**src/rtl/mux_fault_locator.sv**
```systemverilog
// mux_fault_locator
//   Self-test and fault-localisation engine for a WIDTH-bit 2:1 mux under test.
//   Steps the eight {I0,I1,S} vectors (replicated over every slice), waits
//   SETTLE cycles per vector, then compares the nine observed internal wires
//   of each slice against a golden model and narrows a per-slice suspect mask.
//
// Ports
//   clk        : clock, rising edge
//   rst        : synchronous active-high reset
//   start      : 1-cycle pulse, starts a run from IDLE or DONE
//   mux_s      : select driven to the mux under test
//   mux_i0     : data-0 driven to the mux under test (WIDTH bits)
//   mux_i1     : data-1 driven to the mux under test (WIDTH bits)
//   obs_wires  : observed wires, slice b wire k at bit 9*b+k
//   busy       : run in progress
//   done       : run complete, held until next start or rst
//   pass       : done with no failing vector
//   fail_count : number of vectors with any mismatch (0..8)
//   suspect    : per-slice suspect mask, 1 = wire may be faulty
module mux_fault_locator #(
  parameter int unsigned WIDTH  = 4,
  parameter int unsigned SETTLE = 2
) (
  input  logic               clk,
  input  logic               rst,
  input  logic               start,
  output logic               mux_s,
  output logic [WIDTH-1:0]   mux_i0,
  output logic [WIDTH-1:0]   mux_i1,
  input  logic [9*WIDTH-1:0] obs_wires,
  output logic               busy,
  output logic               done,
  output logic               pass,
  output logic [3:0]         fail_count,
  output logic [9*WIDTH-1:0] suspect
);

  localparam int unsigned NW = 9 * WIDTH;
  localparam int unsigned CW = (SETTLE > 1) ? $clog2(SETTLE) : 1;

  typedef enum logic [2:0] {IDLE, DRIVE, WAIT, CHECK, DONE} state_t;

  state_t          state_q, state_d;
  logic [2:0]      idx_q, idx_d;
  logic [CW-1:0]   cnt_q, cnt_d;
  logic [3:0]      fail_q, fail_d;
  logic [NW-1:0]   susp_q, susp_d;

  logic [NW-1:0]   susp_chk;
  logic            any_mis;
  logic [8:0]      gold;
  logic [8:0]      mism;
  logic [3:0]      kstar;
  logic            active;

  // Fault-free value of the nine internal wires of one slice.
  function automatic logic [8:0] golden(input logic i0, input logic i1, input logic s);
    golden = {(i1 & s) | (i0 & ~s), i0 & ~s, i1 & s, ~s, s, s, s, i1, i0};
  endfunction

  // Wires that can explain a mismatch whose highest mismatching wire is k.
  function automatic logic [8:0] dep(input logic [3:0] k);
    case (k)
      4'd0:    dep = 9'h100;
      4'd1:    dep = 9'h080;
      4'd2:    dep = 9'h040;
      4'd3:    dep = 9'h060;
      4'd4:    dep = 9'h050;
      4'd5:    dep = 9'h058;
      4'd6:    dep = 9'h0E4;
      4'd7:    dep = 9'h15A;
      default: dep = 9'h1FF;
    endcase
  endfunction

  // Per-slice comparison; only consumed in CHECK.
  always_comb begin : check_logic
    any_mis  = 1'b0;
    susp_chk = susp_q;
    gold     = golden(idx_q[2], idx_q[1], idx_q[0]);
    mism     = '0;
    kstar    = '0;
    for (int unsigned b = 0; b < WIDTH; b++) begin
      mism  = obs_wires[9*b +: 9] ^ gold;
      kstar = '0;
      for (int unsigned k = 0; k < 9; k++) begin
        if (mism[k]) kstar = 4'(k);
      end
      if (|mism) begin
        any_mis = 1'b1;
        susp_chk[9*b +: 9] = susp_q[9*b +: 9] & dep(kstar);
      end
    end
  end

  always_comb begin : next_state
    state_d = state_q;
    idx_d   = idx_q;
    cnt_d   = cnt_q;
    fail_d  = fail_q;
    susp_d  = susp_q;
    case (state_q)
      IDLE, DONE: begin
        if (start) begin
          state_d = DRIVE;
          idx_d   = '0;
          fail_d  = '0;
          susp_d  = '1;
        end
      end
      DRIVE: begin
        cnt_d   = CW'(SETTLE - 1);
        state_d = WAIT;
      end
      WAIT: begin
        if (cnt_q == '0) state_d = CHECK;
        else             cnt_d   = cnt_q - CW'(1);
      end
      CHECK: begin
        susp_d = susp_chk;
        if (any_mis && fail_q != 4'd8) fail_d = fail_q + 4'd1;
        if (idx_q == 3'd7) begin
          state_d = DONE;
        end else begin
          idx_d   = idx_q + 3'd1;
          state_d = DRIVE;
        end
      end
      default: state_d = IDLE;
    endcase
  end

  always_ff @(posedge clk) begin
    if (rst) begin
      state_q <= IDLE;
      idx_q   <= '0;
      cnt_q   <= '0;
      fail_q  <= '0;
      susp_q  <= '1;
    end else begin
      state_q <= state_d;
      idx_q   <= idx_d;
      cnt_q   <= cnt_d;
      fail_q  <= fail_d;
      susp_q  <= susp_d;
    end
  end

  assign active     = (state_q == DRIVE) || (state_q == WAIT) || (state_q == CHECK);
  assign mux_s      = active & idx_q[0];
  assign mux_i0     = active ? {WIDTH{idx_q[2]}} : '0;
  assign mux_i1     = active ? {WIDTH{idx_q[1]}} : '0;
  assign busy       = active;
  assign done       = (state_q == DONE);
  assign pass       = done && (fail_q == 4'd0);
  assign fail_count = fail_q;
  assign suspect    = susp_q;

endmodule

```
**config.mk**
```make
export PLATFORM = sky130hd
export DESIGN_NAME = mux_fault_locator
export DESIGN_NICKNAME = d
export VERILOG_FILES = /design/src/rtl/mux_fault_locator.sv
export SDC_FILE = /design/constraint.sdc
export NUM_CORES = 1
export LEC_CHECK = 0
export BUFFER_PORTS_ARGS = -buffer_cell sky130_fd_sc_hd__clkbuf_2
export CORE_MARGIN = 4
export CORE_UTILIZATION = 48
export CTS_BUF_LIST = sky130_fd_sc_hd__clkbuf_8
export DETAILED_ROUTE_END_ITERATION = 6
export PLACE_DENSITY = 0.79
export SYNTH_ARGS = -nofsm -noshare
export SYNTH_HDL_FRONTEND = slang
export SYNTH_SLANG_ARGS = --single-unit
export TNS_END_PERCENT = 5
```
**constraint.sdc**
```tcl
create_clock -name clk -period 2.5 [get_ports clk]
set_input_delay 0.5 -clock clk [delete_from_list [all_inputs] [get_ports clk]]
set_output_delay 0.5 -clock clk [all_outputs]
set_load 0.05 [all_outputs]
```
Yosys cells after proc, flatten, opt, wreduce, memory -nomap -nowiden --
Memories as Yosys holds them, arrays and structs flattened. Index checks and enable logic that the tools add are counted.
Cells by class: $add $sub $neg 3, eq/ne operators 14, mux-type cells 64, bitwise operators 13, reduce and logical (&&, ||, !) cells 20
Operator list (count):
- 2-to-1 mux 4 bit | 32
- 2-to-1 mux 9 bit | 12
- one-hot mux 36 bit (2 select lines) | 1
- AND 9 bit | 4
- 2-to-1 mux 36 bit | 1
- OR reduction 9 bit | 4
- bitwise XOR 9 bit | 4
- AND reduction 3 bit | 6
- inequality test 2 bit, second input constant | 8
- 2-to-1 mux 3 bit | 5
- one-hot mux 3 bit (4 select lines) | 1
- 2-to-1 mux 1 bit | 9
- one-hot mux 4 bit (2 select lines) | 1
- equality test 3 x 2 -> 1 bit, second input constant | 2
- equality test 3 bit, second input constant | 2
- one-hot mux 3 bit (2 select lines) | 1
- adder 4 x 1 -> 4 bit, second input constant | 1
- zero test 4 bit | 1
- inequality test 4 bit, second input constant | 1
- nonzero test 2 bit | 2
- adder 3 x 1 -> 3 bit, second input constant | 1
- AND 1 bit | 3
- equality test 3 x 1 -> 1 bit, second input constant | 1
- zero test 3 bit | 1
- other kinds (8) | 10
Word-level totals: register bits 47, memory bits (read-only) 256, input bits 39, output and inout bits 52, memories kept 4
Memory list:
- (name not given) | words 8, bits a word 8, read ports 1, clocked after Yosys merged registers in 0, wr ports 0, line 63 | case (k)
- (name not given) | words 8, bits a word 8, read ports 1, clocked after Yosys merged registers in 0, wr ports 0, line 63
- (name not given) | words 8, bits a word 8, read ports 1, clocked after Yosys merged registers in 0, wr ports 0, line 63
- (name not given) | words 8, bits a word 8, read ports 1, clocked after Yosys merged registers in 0, wr ports 0, line 63

Logic depth before layout (Yosys ltp) --
Gate-level depths: netlist (run 1). An unclocked memory read counts as a cell.
depth in word-level cells 18, depth in mapped cells 11, depth with buffers taken out 7

Worst setup path before layout (run 1) --
No wires, ideal clock.
path kind register to output, start register state_q[0], end output pass, arrival 2.724 ns, data required time 2.000 ns, setup slack -0.724 ns, stages on the path, launching flop included 5, buffers on the path 1, cell sequence dfxtp_1 clkbuf_1 nor2_1 and2_1 nor4bb_1
Between the ends: longest elaborated chain between the ends 2
RTL lines:
- start: declaration | line 43 | state_t state_q, state_d;
- start signal: assignment | line 141 | state_q <= state_d;
- equality test 3 bit | line 154 | assign done = (state_q == DONE);
- via done | line 32 | output logic done,
- logical AND 1 bit | line 155 | assign pass = done && (fail_q == 4'd0);
- end: declaration | line 33 | output logic pass,
The timed path passes the listed nets, and every way through them passes these cells.

Worst setup path after layout (run 1) --
start register idx_q[0], end register fail_q[0], in the netlist fail_count[0]
Between the ends: longest elaborated chain between the ends 12, elaborated cells between the ends (all ways) 19, classes of those cells 1 x eq/ne; 4 x mux; 8 x bitwise; 6 x reduce/logical
RTL lines:
- start: declaration | line 44 | logic [2:0] idx_q, idx_d;
- start signal: assignment | line 142 | idx_q <= idx_d;
- inverter 1 bit | line 58 | golden = {(i1 & s) | (i0 & ~s), i0 & ~s, i1 & s, ~s, s, s, s, i1, i0};
- AND 1 bit | line 58
- bitwise OR 1 bit | line 58
- bitwise XOR 9 bit | line 84 | mism = obs_wires[9*b +: 9] ^ gold;
- OR reduction 9 bit | line 89 | if (|mism) begin
- 2-to-1 mux 1 bit (3 in a row) | line 89
- 2-to-1 mux 1 bit (*) | line 89
- logical AND 1 bit (*) | line 121 | if (any_mis && fail_q != 4'd8) fail_d = fail_q + 4'd1;
- inequality test 2 bit (no source line) (*)
- AND reduction 3 bit (no source line) (*)
- end signal: assignment | line 144 | fail_q <= fail_d;
- end: declaration | line 46 | logic [3:0] fail_q, fail_d;
Every way passes the cells marked *; elsewhere a longest branch is shown, timed or not. A chain may end at the register's enable or synchronous reset.

==> out/metrics.yaml, run 1 <==
clock_network:
  clockBufferDepth: 2
  postCtsHoldBufs: 0
  cts_tree: "done"
  cts_buffers: 5
  cts.htree.levels: 2
  clock-sinks: 47
  clk_latency_ns: 0.31
  clkSlewWorstSetupHoldPaths_ns: 0.09
  post_cts_buffers: 0
  ctsRootBufferMaster: "clkbuf_8"
routing:
  wl_met3_microns: 623
  wl_met1_mm: 3.62
  drc_errors: 0
  vias_per_cell: 5.47
  postRouteAntennaNets: 0
  drt_iter0_markers: 147
  dr.pass1.iters: 4
  wl_met2_mm: 3.62
  topRoutingLayerUsed: "met4"
  totalWireLength_mm: 8.01
  num_vias: 3067
  drt-wirelength-per-cell_microns: 14.3
power:
  power_density_nw_per_um2: 645
  pwr-share-comb_pct: 41.2
  seqPwrFrac_pct: 38.2
  p_int_uw: 1370
  p_leak_uw: 0.00165
  peakVddDrop_uv: 378
  p_sw_uw: 1020
  clock_power_share_pct: 20.5
  switching_share_pct: 42.8
finish:
  area_growth_syn_to_layout_pct: 25.3
  fillers: 531
  drive_gt1_share_pct: 29.0
  nNetsFinal: 528
  n_antenna_cell: 0
  utilization_pct: 62.1
placement:
  pre_cts_ws_ns: 0.0223
  port_buffers: 90
  gp_congestion: 0.861
  place_hpwl_mm: 6.29
timing:
  slew_headroom_pct: 59.8
  tns_ns: 0
  max_freq_mhz: 420
  skew_ns: 0.00589
  setup_viol: 0
  hold_viol_final: 0
  final.min_clock_period_ns: 2.38
  finalCritPeriodShare_pct: 95.3
  rsz0062_at_grt: "yes"
  finalWorstSetupSlack_ns: 0.116
  tightest_slew_ns: 0.587
  drv_slew: 0
floorplanning:
  die_area_sq_um: 7470
  die_w_microns: 86.4
  ios: 91
  design.core.area_sq_um: 5960
  die_h_microns: 86.4
  start_util_pct: 49.6
  std_cell_rows: 28
critical_path:
  required_ns: 2.74
  startpoint_type: "flop"
  ff2ff_setup_slack_ns: 0.12
  critical_path_class: "flop to flop"
  worstReg2RegEnd: "fail_count[0]"
  cp.arrival_ns: 2.63
  reg2reg_depth: 8
  critPathCaptureType: "flop"
  cp_max_fo: 11
  rr_startpoint: "idx_q[0]"
yosys:
  synth-main-ff-cell: "dfxtp_1"
  synth.distinct_cells: 62
  synth_top_cells_by_area: "dfxtp_1 32%, nand2_1 6.9%, o21ai_0 4.7%, nor2_1 3.9%, a21oi_1 3.6%"
  yosys_warnings: 0
  synth_top_cell_area_share_pct: 31.9
  yosys_register_bits: 47
  yosysSeqAreaShare_pct: 31.9
  yosysTopAreaCell: "dfxtp_1"
  synthCells: 386
  syn-cell-area_sq_um: 2950
  avgSynthCellArea_sq_um: 7.65
  synth_fp_nets: 429
  synth_edf_count: 0
  ys_async_sr_fraction_pct: 0
global_routing:
  antenna_found_initial: 0
  track_usage_pct: 22.3
  grt_pass1_vias: 2932
  grt_first_pass_wirelength_mm: 13.4
  grt_max_degree: 37
  gr-total-overflow: 0
worst_hold_path:
  min-delay-start: "suspect[20]"
  min_path_type: "flop to flop"
  hold_path_end: "suspect[20]"
  worstHoldPathCells: 2
run_status:
  outcome: "finished, final reports clean"
run:
  cap_violations: 0
[flip-flops by register name (all words and copies together) (netlist names)]
name and flops:
cnt_q 1, fail_count 4, state_q 3, idx_q 3, suspect 36
[per-stage QoR]
stage / std cells / cell area, sq um / hold slack, ns / power (uW)
2_1_floorplan: 386 / 2960 / 0.464 / 1640
3_3_place_gp: 553 / 3580 / 0.430 / 1890
3_5_place_dp: 553 / 3580 / 0.434 / 1910
4_1_cts: 561 / 3680 / 0.447 / 2400
5_1_grt: 561 / 3700 / 0.481 / 2550
6_report: 561 / 3700 / 0.448 / 2390
[cell families after synthesis]
logic type      after synthesis  synth area share (%)
fa+ha+maj                     4                  1.69
mux                           4                  1.36
flops                        47                  31.9
simple gates                179                  32.4
buf+inv                      36                  5.89
compound gates               96                  20.8
xor+xnor                     20                  5.93
[routing by layer]
| layer | track usage, % | vias up |
|---|---|---|
| met1 | 28.8 | 1403 |
| met2 | 35.7 | 92 |
| met3 | 6.08 | 14 |
| li1 | - | 1558 |
| met4 | 7.79 | 0 |
| met5 | 0 | - |
[power by group through the flow]
stage | registers (uW) | clock network, uW | logic (uW)
floorplan | 1140 | 0 | 500
global placement | 925 | 0 | 967
detailed placement | 928 | 0 | 979
CTS | 912 | 503 | 983
global route | 930 | 535 | 1090
finish | 913 | 490 | 984
[repair_timing]
item,4_1_cts,5_1_grt
hold endpoints to repair,0,0
setup endpoints to repair,0,28
resized for setup,0,4
[cells in the final DEF (no fill, tap or decap), types with 11 or more instances in the layout]
master and instances:
a21oi_1 20, dfxtp_1 46, nor3_1 14, clkbuf_2 90, xnor2_1 11, o21ai_0 28, nand2_1 54, nor2_1 31
inv_1 12, buf_4 26, nand2b_1 14
[Yosys cell counts, drive strengths merged, types with 2 or more instances]
library cell	number
a221oi	3
and2	4
o31ai	4
or3b	4
mux2i	4
dfxtp	47
nand2	54
ha	4
nor4	4
nor2b	10
nand4b	5
nor2	31
nand4	2
a21oi	21
a22oi	2
and3	7
a211o	2
a21boi	2
nor3	15
a21o	3
xor2	9
nand3	10
nand3b	2
inv	12
a2111oi	3
a31o	2
clkbuf	10
buf	14
o21ai	33
nor3b	4
o41ai	2
xnor2	11
or3	6
a31oi	2
o22ai	7
nand2b	14
[worst max-delay path by stage]
| stage | start | end | cells after the start |
|---|---|---|---|
| 4_1_cts | idx_q[0] | fail_count[0] | 8 |
| 5_1_grt | idx_q[1] | fail_count[0] | 8 |
| 6_report | idx_q[0] | fail_count[0] | 8 |
| 2_1_floorplan | state_q[0] | pass | 4 |
| 3_3_place_gp | obs_wires[21] | fail_count[3] | 7 |
| 3_5_place_dp | obs_wires[21] | fail_count[3] | 7 |
[worst max-delay path, stage by stage, from the launching register on]
cell      delay (ns)
dfxtp_2         0.45
ha_1            0.25
buf_4           0.21
xnor2_1         0.18
nand4b_1        0.36
nor4_1          0.37
and4_1          0.27
o21ai_0         0.10
a21oi_1         0.13
[final cells by class]
| type | instances | area, sq um | area share [%] |
|---|---|---|---|
| well taps | 75 | 93.8 | 2.54 |
| flip-flops and latches | 47 | 942 | 25.5 |
| clock buffers | 6 | 82.6 | 2.23 |
| multi-input cells | 303 | 1870 | 50.7 |
| inverters | 12 | 45.0 | 1.22 |
| repair buffers | 116 | 646 | 17.5 |
| clock inverters | 2 | 16.3 | 0.440 |
No activity file was read; power rests on OpenSTA's default activity.
==> inputs of run 2 (changes only) <==
ABC_AREA = 1   (was unset)
CORE_UTILIZATION = 54   (was 48)
GPL_TIMING_DRIVEN = 0   (was unset)
PLACE_DENSITY = 0.83   (was 0.79)
clock period = 2.47 ns   (was 2.5 ns; I/O delays follow)
==> run 2 against run 1 <==
Clock power is 13% higher. Design area fell by 0.88%. Critical path depth shrank 3. Sequential cell count unchanged. Routed wire length is 5.2% lower. Worst hold slack got worse by 0.0014 ns. Die area is 8.5% lower. Clock skew shrank 0.0022 ns.
==> out/metrics.yaml, run 2 <==
critical_path:
  cp.arrival_ns: 1.67  # was 2.63 ns
  critPathCaptureType: "output pin"  # was flop
  required_ns: 1.98  # was 2.74 ns
  crit_chain: "buf_2 > inv_1 > nor2_2 > buf_4 > clkbuf_2"  # was ha_1 > buf_4 > xnor2_1 > nand4b_1 > nor4_1 > and4_1 > o21ai_0 > a21oi_1
  cp_max_fo: 10  # was 11
  cp_slowest_cell: "dfxtp_1"  # was dfxtp_2
  startpoint_type: "flop"  # unchanged
  slowest_delay_ns: 0.40  # was 0.45 ns
  critical_path_class: "flop to output pin"  # was flop to flop
clock_network:
  cts_tree: "done"  # unchanged
  cts_buffers: 5  # unchanged
  cts.htree.levels: 2  # unchanged
  clkSlewWorstSetupHoldPaths_ns: 0.09  # about the same
  postCtsHoldBufs: 0  # unchanged
  clockBufferDepth: 2  # unchanged
  cts_resized: 0  # unchanged
  ctsRootBufferMaster: "clkbuf_8"  # unchanged
  clk_latency_ns: 0.30  # was 0.31 ns
  clock-sinks: 47  # unchanged
  post_cts_buffers: 0  # unchanged
timing:
  slew_headroom_pct: 49.5  # was 59.8%
  hold_viol_final: 0  # unchanged
  rsz0062_at_grt: "no"  # was yes
  drv_slew: 0  # unchanged
  tightest_slew_ns: 0.755  # was 0.587 ns
  final.min_clock_period_ns: 2.17
  hold_slack_ns: 0.447  # was 0.448 ns
  finalCritPeriodShare_pct: 87.8
  finalWorstSetupSlack_ns: 0.302  # was 0.116 ns
  skew_ns: 0.00371  # was 0.00589 ns
  setup_viol: 0  # unchanged
  max_freq_mhz: 461
power:
  power_density_nw_per_um2: 633  # was 645 nW/um^2
  peakVddDrop_uv: 455  # was 378 uV
  p_total_uw: 2320  # was 2390 uW
  p_leak_uw: 0.00198  # was 0.00165 uW
routing:
  dr.pass1.iters: 6  # was 4
  postRouteAntennaNets: 0  # unchanged
  num_vias: 3154  # was 3067
  vias_per_cell: 5.02  # was 5.47
  totalWireLength_mm: 7.59  # was 8.01 mm
  drt-wirelength-per-cell_microns: 12.1  # was 14.3 microns
  drc_errors: 0  # unchanged
  drt_iter0_markers: 128  # was 147
yosys:
  synth_edf_count: 0  # unchanged
  yosys_warnings: 0  # unchanged
  synth_fp_nets: 504  # was 429
  synth.distinct_cells: 36  # was 62
  synthCells: 461  # was 386
  synth_commonest_cells: "179 x nand2_1, 56 x inv_1, 47 x dfxtp_1"  # was 54 x nand2_1, 47 x dfxtp_1, 31 x nor2_1
  synth_top_cell_area_share_pct: 31.2  # was 31.9%
  syn-cell-area_sq_um: 3010  # was 2950 sq um
  ys_async_sr_fraction_pct: 0  # unchanged
  yosys_register_bits: 47  # unchanged
  yosysTopAreaCell: "dfxtp_1"  # unchanged
  yosysSeqAreaShare_pct: 31.2  # was 31.9%
  synth_top_cells_by_area: "dfxtp_1 31%, nand2_1 22%, nand3_1 7.6%, inv_1 7.0%, nor2_1 3.5%"  # was dfxtp_1 32%, nand2_1 6.9%, o21ai_0 4.7%, nor2_1 3.9%, a21oi_1 3.6%
  avgSynthCellArea_sq_um: 6.53  # was 7.65 sq um
  synth.most_common_cell: "nand2_1"  # unchanged
  synth-main-ff-cell: "dfxtp_1"  # unchanged
global_routing:
  antenna_found_initial: 0  # unchanged
  gr-total-overflow: 0  # unchanged
  grt_pass1_vias: 2996  # was 2932
  grt_first_pass_wirelength_mm: 12.4  # was 13.4 mm
  track_usage_pct: 23.3  # was 22.3%
  grtUsageMet1_pct: 28.0  # was 28.8%
  grtUsageMet2_pct: 41.6  # was 35.7%
  top_usage_layer: "met2"  # unchanged
  grt_max_degree: 15  # was 37
  use_met3_pct: 4.77  # was 6.08%
finish:
  final_cell_mix: "179 x nand2_1, 90 x clkbuf_2, 56 x inv_1"  # was 90 x clkbuf_2, 54 x nand2_1, 46 x dfxtp_1
  mostFrequentLayoutCell: "nand2_1"  # was clkbuf_2
  utilization_pct: 69.6  # was 62.1%
  regArea_sq_um: 941  # was 942 sq um
  n_antenna_cell: 0  # unchanged
  finalInstanceArea_sq_um: 3670  # was 3700 sq um
  fillers: 494  # was 531
  nNetsFinal: 601  # was 528
  multi_input_area_sq_um: 1750  # was 1870 sq um
  area_growth_syn_to_layout_pct: 21.8  # was 25.3%
  largest_reg_flops: 36  # unchanged
  drive_gt1_share_pct: 26.2  # was 29.0%
run_status:
  outcome: "finished, final reports clean"  # unchanged
worst_hold_path:
  min_path_type: "flop to flop"  # unchanged
run:
  cap_violations: 0  # unchanged
floorplanning:
  start_util_pct: 57.1  # was 49.6%
  design.core.area_sq_um: 5270  # was 5960 sq um
  die_h_microns: 82.7  # was 86.4 microns
  ios: 91  # unchanged
  die_w_microns: 82.7  # was 86.4 microns
  die_area_sq_um: 6840  # was 7470 sq um
  std_cell_rows: 26  # was 28
placement:
  gp_congestion: 0.891  # was 0.861
  dpl_cell_area_sq_um: 3560  # was 3580 sq um
  port_buffers: 90  # unchanged
  place_hpwl_mm: 6.01  # was 6.29 mm
  pre_cts_ws_ns: 0.419  # was 0.0223 ns
==> run 2: cell types whose count changed after synthesis, moves of 10 or more <==
| cell | change |
|---|---|
| inv_1 | +44 |
| nand2_1 | +125 |
| nand2b_1 | -14 |
| nand3_1 | +36 |
| nor2b_1 | -10 |
| nor3_1 | -13 |
| o21ai_0 | -16 |
==> run 2: logic make-up (layout without fill, tap and decap cells) <==
group	Yosys count	in the layout	synth area share, %
AO/OA/AOI/OAI	37	37	7.44
XOR/XNOR	18	18	7.35
adder cells (fa/ha/maj)	4	4	1.66
buffers and inverters	75	172	11.1
flip-flops	47	47	31.2
AND/OR/NAND/NOR	280	280	41.2
==> run 2: power breakdown <==
group          switching (uW)  internal [uW]  total [uW]
clock network             260            296         556
logic                     647            244         890
registers                41.9            832         874
total                     949           1370        2320
==> run 2: critical path, delay by kind of cell, from the launching register on <==
kind / cells / cell delay, ns
and+or+nand+nor: 1 / 0.18
DFF: 1 / 0.40
buffers and inverters: 4 / 0.79
==> run 2: layout make-up <==
type | instances | area share [%]
multi-input cells | 339 | 47.6
plain buffers | 15 | 3.00
flip-flops and latches | 47 | 25.7
inverters | 60 | 6.14
clock inverters | 2 | 1.02
clock buffers | 5 | 1.88
repair buffers | 90 | 12.3
well taps | 70 | 2.39
==> run 2: through the flow <==
stage | cells | TNS, ns
final | 628 | 0
after global routing | 628 | 0
after CTS | 628 | 0
after detailed placement | 621 | 0
after global placement | 621 | 0
after floorplan | 461 | -1.16
==> run 2: final timing paths <==
path | from | to | slack [ns] | cells after the start
worst max register to register | idx_q[0] | fail_count[3] | 0.38 | 14
worst min register to register | suspect[19] | suspect[19] | 0.45 | 2
worst max-delay path | idx_q[2] | mux_i0[1] | 0.30 | 5
worst min-delay path | suspect[19] | suspect[19] | 0.45 | 2
==> run 2: routing by layer <==
layer	vias to the layer above	share of wire, %
li1	1631	-
met1	1402	42
met2	106	49
met3	15	7.0
met4	0	1.6
met5	-	0
